File: src/rtl/controle_medida_hcsr04.sv
`default_nettype none
// ============================================================================
// Module      : controle_medida_hcsr04
// Description : Measurement sequencer for an HC-SR04 ultrasonic sensor.
//               Issues the trigger pulse, forwards the synchronised echo to
//               an external contador_cm block, waits for its result and
//               latches the distance; aborts with a sticky error flag when
//               the echo or the counter result takes too long.
// Revision    : 1.0 - initial release
// ============================================================================
module controle_medida_hcsr04 #(
  parameter int TRIGGER_CYCLES = 500,
  parameter int TIMEOUT_CYCLES = 1500000
) (
  input  logic        clock,
  input  logic        reset,
  input  logic        medir,
  input  logic        echo,
  input  logic        pronto_cm,
  input  logic [11:0] medida_cm,
  output logic        trigger,
  output logic        zera_cm,
  output logic        pulso_cm,
  output logic [11:0] medida,
  output logic        pronto,
  output logic        erro,
  output logic [3:0]  db_estado
);

  // Timeout counter gets a little headroom: after it reaches its limit the
  // FSM may pass through one or two more counting states before ERRO.
  localparam int C_TRIG_W = (TRIGGER_CYCLES > 1) ? $clog2(TRIGGER_CYCLES + 1) : 1;
  localparam int C_TMO_W  = $clog2(TIMEOUT_CYCLES + 4);

  localparam logic [C_TRIG_W-1:0] c_trig_last = C_TRIG_W'(TRIGGER_CYCLES - 1);
  localparam logic [C_TMO_W-1:0]  c_tmo_last  = C_TMO_W'(TIMEOUT_CYCLES - 1);

  localparam logic [3:0] c_inicial     = 4'd0;
  localparam logic [3:0] c_prepara     = 4'd1;
  localparam logic [3:0] c_trigger     = 4'd2;
  localparam logic [3:0] c_espera_echo = 4'd3;
  localparam logic [3:0] c_medindo     = 4'd4;
  localparam logic [3:0] c_espera_cm   = 4'd5;
  localparam logic [3:0] c_armazena    = 4'd6;
  localparam logic [3:0] c_final       = 4'd7;
  localparam logic [3:0] c_erro        = 4'd15;

  logic                r_echo_meta;
  logic                r_echo_s;
  logic [3:0]          r_estado;
  logic [3:0]          w_proximo;
  logic [C_TRIG_W-1:0] r_cnt_trig;
  logic [C_TMO_W-1:0]  r_cnt_tmo;
  logic [11:0]         r_medida;
  logic                r_erro;
  logic                w_tmo_fim;
  logic                w_contando;

  // Once the limit is reached every counting state leaves immediately,
  // so ">=" also covers entering a later stage with the budget exhausted.
  assign w_tmo_fim  = (r_cnt_tmo >= c_tmo_last);
  assign w_contando = (r_estado == c_espera_echo) || (r_estado == c_medindo) ||
                      (r_estado == c_espera_cm);

  // Two-flop synchroniser for the asynchronous echo line
  always_ff @(posedge clock or posedge reset) begin
    if (reset) begin
      r_echo_meta <= 1'b0;
      r_echo_s    <= 1'b0;
    end else begin
      r_echo_meta <= echo;
      r_echo_s    <= r_echo_meta;
    end
  end

  // Next-state logic; the completion event wins over the timeout in each wait state
  always_comb begin
    w_proximo = r_estado;
    case (r_estado)
      c_inicial:     if (medir) w_proximo = c_prepara;
      c_prepara:     w_proximo = c_trigger;
      c_trigger:     if (r_cnt_trig >= c_trig_last) w_proximo = c_espera_echo;
      c_espera_echo: begin
        if (r_echo_s)       w_proximo = c_medindo;
        else if (w_tmo_fim) w_proximo = c_erro;
      end
      c_medindo: begin
        if (!r_echo_s)      w_proximo = c_espera_cm;
        else if (w_tmo_fim) w_proximo = c_erro;
      end
      c_espera_cm: begin
        if (pronto_cm)      w_proximo = c_armazena;
        else if (w_tmo_fim) w_proximo = c_erro;
      end
      c_armazena:    w_proximo = c_final;
      c_final:       w_proximo = c_inicial;
      c_erro:        w_proximo = c_inicial;
      default:       w_proximo = c_inicial;
    endcase
  end

  // State register
  always_ff @(posedge clock or posedge reset) begin
    if (reset) r_estado <= c_inicial;
    else       r_estado <= w_proximo;
  end

  // Trigger width and timeout counters, both cleared in PREPARA
  always_ff @(posedge clock or posedge reset) begin
    if (reset) begin
      r_cnt_trig <= '0;
      r_cnt_tmo  <= '0;
    end else if (r_estado == c_prepara) begin
      r_cnt_trig <= '0;
      r_cnt_tmo  <= '0;
    end else begin
      if (r_estado == c_trigger) r_cnt_trig <= r_cnt_trig + C_TRIG_W'(1);
      if (w_contando)            r_cnt_tmo  <= r_cnt_tmo + C_TMO_W'(1);
    end
  end

  // Result register and sticky error flag
  always_ff @(posedge clock or posedge reset) begin
    if (reset) begin
      r_medida <= 12'h000;
      r_erro   <= 1'b0;
    end else begin
      if (r_estado == c_armazena) r_medida <= medida_cm;
      if (r_estado == c_prepara)  r_erro   <= 1'b0;
      else if (r_estado == c_erro) r_erro  <= 1'b1;
    end
  end

  assign trigger   = (r_estado == c_trigger);
  assign zera_cm   = (r_estado == c_prepara);
  assign pronto    = (r_estado == c_final);
  assign pulso_cm  = r_echo_s;
  assign medida    = r_medida;
  assign erro      = r_erro;
  assign db_estado = r_estado;

endmodule
`default_nettype wire

File: config.mk
export PLATFORM = sky130hd
export DESIGN_NAME = controle_medida_hcsr04
export DESIGN_NICKNAME = d
export VERILOG_FILES = /design/src/rtl/controle_medida_hcsr04.sv
export SDC_FILE = /design/constraint.sdc
export NUM_CORES = 1
export LEC_CHECK = 0
export ABC_AREA = 1
export BUFFER_PORTS_ARGS = -buffer_cell sky130_fd_sc_hd__buf_2
export CORE_MARGIN = 2
export CORE_UTILIZATION = 29
export CTS_CLUSTER_DIAMETER = 100
export DETAILED_ROUTE_END_ITERATION = 10
export HOLD_SLACK_MARGIN = 0.08
export PLACE_DENSITY = 0.49
export SLEW_MARGIN = 40
export SYNTH_ARGS = -nofsm -noshare
export SYNTH_HDL_FRONTEND = slang
export SYNTH_SLANG_ARGS = --single-unit
File: constraint.sdc
create_clock -name clock -period 2.7 [get_ports clock]
set_input_delay 0.81 -clock clock [delete_from_list [all_inputs] [get_ports clock]]
set_output_delay 0.81 -clock clock [all_outputs]
set_load 0.02 [all_outputs]
* After elaboration in Yosys (flattened, before gate mapping) *
Cells that the tools add are included.

word-level totals
  logic and storage cells = 41
  register bits after elaboration = 49
  input port bits = 17
  output and inout port bits = 21

cells by class
  equality and inequality tests = 10
  reduce and logical (&&, ||, !) cells = 7
  add/subtract/negate cells = 2
  order comparisons = 2
  mux-type cells = 13

operators by type and width
  cell                                                        count
  two-way mux 21 bit                                          2
  case mux 4 bit (7 select lines)                             1
  two-way mux 4 bit                                           6
  adder 21 x 1 -> 21 bit (second input constant)              1
  greater-or-equal comparator 21 bit (second input constant)  1
  two-way mux 9 bit                                           2
  equality test 4 x 3 -> 1 bit (second input constant)        4
  adder 9 x 1 -> 9 bit (second input constant)                1
  greater-or-equal comparator 9 bit (second input constant)   1
  equality test 4 x 2 -> 1 bit (second input constant)        2
  nonzero test 2 bit                                          3
  equality test 4 x 1 -> 1 bit (second input constant)        1
  equality test 4 bit (second input constant)                 1
  logical NOT 4 bit                                           1
  logical OR 1 bit                                            2
  two-way mux 1 bit                                           2
  != test 2 x 1 -> 1 bit (second input constant)              1
  != test 2 bit (second input constant)                       1
  AND reduction 2 bit                                         1

* Logic depth before layout (Yosys ltp) *
  word-level depth = 5
  depth in mapped cells = 11
  gate-level depth less buffers = 11

* Worst setup path before layout *
Ideal clock, no wire load.

  path kind = flip-flop to output port
  start point = register r_estado[3], in the netlist db_estado[3]
  end point = output port zera_cm
  path slack = 593 ps
  data required time = 1890 ps
  data arrival time = 1297 ps
  cell stages (with the launch flop) = 5
  path buffers = 1
  cells stage by stage = dfrtp_1 -> nor2_4 -> inv_1 -> nor3_4 -> buf_2

on the way
  longest elaborated chain between the ends = 1

RTL lines
  item                          RTL line  text
  start: declaration            50        logic [3:0] r_estado;
  start signal: assignment      104       if (reset) r_estado <= c_inicial;
  start signal: assignment      105       else r_estado <= w_proximo;
  equality test 4 x 1 -> 1 bit  135       assign zera_cm = (r_estado == c_prepara);
  end: declaration              22        output logic zera_cm,

Every way passes these cells.

* Worst setup path in the final report *
Ends and elaborated chain as after synthesis.

==> results.md <==
| Parameter | Reported |
| --- | --- |
| Final Max Tran Viols | 0 |
| Iteration-0 DRC Markers | 101 |
| Synthesis-stage register bit count | 49 |
| Source of the critical timing path | db_estado[3] |
| GRT Total Usage | 0.141 |
| Internal power component | 1510 µW |
| DIE HEIGHT | 101 µm |
| Cell row count | 35 |
| Area share of the leading cell type in the synthesized netlist | 0.445 |
| Wire length of the first global-routing pass | 11.7 mm |
| Number of antenna violations at the first check in global routing | 0 |
| Fraction of registers with async set or reset after synthesis | 1.00 |
| Clock tree sinks | 49 |
| Net total in the final layout | 397 |
| YS warnings | 0 |
| Number of flops mapped to enable cells by yosys | 0 |
| Num CTS Buffers | 5 |
| Biggest area contributors in the synthesized netlist | dfrtp_1 (44%), nand2_1 (8.0%), inv_1 (5.7%) |
| Hold bufs inserted after CTS | 0 |
| Part of the power in the clock network | 0.176 |
| Clock Skews | 12.9 ps |
| Type of the tightest min-delay check | register to register |
| Number of fill cells in the layout | 953 |
| Avg Vias per Cell | 4.70 |
| Per-cell routed wire length | 13.0 µm |
| Area overhead of the layout relative to synthesis | 15.7% |
| Post-synthesis net count | 356 |
| Initial standard-cell utilization of the core | 0.298 |
| Req. time, crit path | 1890 ps |
| Post-route ant nets | 0 |
| Setup repair after global routing missed its margin | no |
| Setup crit start kind | register |
| Synth Instances | 337 |
| Most frequent standard cell in the layout excluding fill and tap cells | nand2_1 |
| Arrival time at the worst endpoint | 1590 ps |
| Total buffers and inverters traversed by the critical path | 2 |
| DRC viols | 0 |
| Die area | 10300 µm² |
| # Post-CTS Setup Buffers | 0 |
| Total placed instance area | 3090 µm² |
| Critical path depth in cells | 4 |
| Antenna cell count | 0 |
| CP endpoint kind | output port |
| Setup TNS | 0 ps |
| Share of cells above drive strength 1 | 0.219 |
| Total length of routed wires | 6.63 mm |
| Final hold violation count | 0 |
| Final critical-path required period | 2400 ps |
| Worst slew margin | 0.576 |
| Number of global-route vias before repair | 2405 |
| Fraction of the yosys area taken by sequential cells | 0.445 |
| Number of optimization iterations in the first detailed-route pass | 4 |
| Area of the mapped netlist | 2760 µm² |
| Area taken by multi-input logic gates | 1310 µm² |
| CTS clock-pin slew for the worst setup and hold paths | 110 ps |
| Most frequent cells in the layout | nand2_1 (59), dfrtp_1 (49), inv_1 (41) |
| Largest incremental delay on the critical path | 520 ps |
| Net Switching | 1230 µW |
| Clk_lat worst skew | 320 ps |
| Max capacitance violation total | 0 |
| Reg-to-reg endpoint | r_cnt_tmo[1] |
| Setup CP Type | register to output port |
| Run status | finished clean |
| H-tree Lvls | 2 |
| CTS-repair resized insts | 0 |
| Slowest-stage cell, CP | dfrtp_1 |
| # port buffers | 37 |
| CP Capture Point | zera_cm |
| Most area-hungry cell type in the Yosys netlist | dfrtp_1 |
| Syn avg cell area | 8.18 µm² |
| Source of the worst register-to-register timing path | db_estado[3] |
| Slack of the worst reg-to-reg path | 700 ps |
| Maximum clock frequency | 418 MHz |
| Remaining Overflow, GRT | 0 |
| Period utilisation layout | 0.887 |
| Master cell of the clock root buffer | clkbuf_8 |
| Cell-by-cell listing of the critical path | nor2_4, inv_1, nor3_4, buf_2 |
| Static leakage | 0.00151 µW |
| Floorplan core area | 9240 µm² |
| Final estimated routing congestion in global placement | 0.876 |
| Pin count of the biggest net entering global routing | 50 |
| Clock tree buffer depth | 2 |
| Share of total power consumed by net switching | 0.450 |
| Io pins | 38 |
| Chip width | 101 µm |
| Final Cell Area | 3190 µm² |
| Pin slew with the least headroom to its limit | 635 ps |
| Worst IR Drop VDD | 0.000460 V |
| Share of total power in combinational logic | 0.448 |
| Final HPWL DP | 4.93 mm |
| Power density relative to cell area | 860 nW/µm² |
| Total number of vias | 2387 |
| Final setup violating endpoints | 0 |
| FF-to-FF path depth | 8 |
| Main flop type after synthesis | dfrtp_1 |
| Clock tree from TritonCTS | yes |
| Area taken by flip-flops and latches | 1230 µm² |
| Portion of total power attributed to sequential cells | 0.376 |
| Distinct cell type count after synthesis | 39 |
| Cell family contributing the most delay on the critical path | flip-flops |
| Worst-path fanout max | 6 |
-- power groups by stage --
stage                     sequential (µW)  clock, µW  combinational, µW
after CTS                            1030        502               1240
after global placement               1040          0               1240
final                                1030        483               1230
after global routing                 1060        537               1370
after detailed placement             1050          0               1240
after floorplan                      1170          0                759
-- how the worst min path moves through the flow --
| stage | to | cells past startpoint | startpoint |
|---|---|---|---|
| floorplan | pulso_cm | 0 | r_echo_meta |
| global route | pulso_cm | 0 | r_echo_meta |
| CTS | pulso_cm | 0 | r_echo_meta |
| finish | pulso_cm | 0 | r_echo_meta |
| global placement | pulso_cm | 0 | r_echo_meta |
| detailed placement | pulso_cm | 0 | r_echo_meta |
-- sequential cells by signal, summed over array words and instances (netlist names) --
name / cells
r_cnt_tmo: 21
pulso_cm: 1
r_cnt_trig: 9
erro: 1
r_echo_meta: 1
db_estado: 4
medida: 12
-- layout make-up --
| class | count | area share |
|---|---|---|
| flip-flops and latches | 49 | 0.384 |
| multi-input cells | 233 | 0.412 |
| inverters | 50 | 0.0596 |
| well taps | 129 | 0.0506 |
| clock inverters | 3 | 0.00902 |
| clock buffers | 5 | 0.0216 |
| repair buffers | 39 | 0.0628 |
-- Yosys cell counts, types with 3 or more instances --
master,instances
a211oi_1,3
nand2_4,3
inv_2,7
nor2_1,39
buf_2,3
nor3_1,13
a21oi_1,14
nand3_1,25
nand2_2,4
o21ai_0,15
inv_1,42
and3_1,3
dfrtp_1,49
nand2_1,59
nand4_1,15
mux2_2,12
-- stage by stage --
stage / power [µW] / worst slack [ps] / instances / hold WS, ps / util
after global placement: 2280 / 684 / 500 / 337 / 0.335
after detailed placement: 2280 / 670 / 500 / 363 / 0.335
after floorplan: 1930 / 593 / 337 / 331 / -
final: 2740 / 305 / 508 / 367 / 0.345
after global routing: 2960 / 186 / 508 / 372 / 0.345
after CTS: 2780 / 298 / 508 / 378 / 0.345
-- metal layers --
layer  up-vias  global-route usage  routed length [µm]
met5         -                   0                   0
met3        14              0.0428                 345
met2        54               0.218                2970
met1      1120               0.192                3190
met4         0              0.0416                 120
li1       1199                   -                   -
-- logic make-up after synthesis --
family,Yosys count,share of synthesized area
AOI/OAI and AO/OA,44,0.0949
adders and majority gates,2,0.00908
DFF,49,0.445
muxes,12,0.0490
buffers and inverters,55,0.0785
and+or+nand+nor,171,0.311
xor gates and xnor gates,4,0.0127
Power figures use the tool's default switching activity.
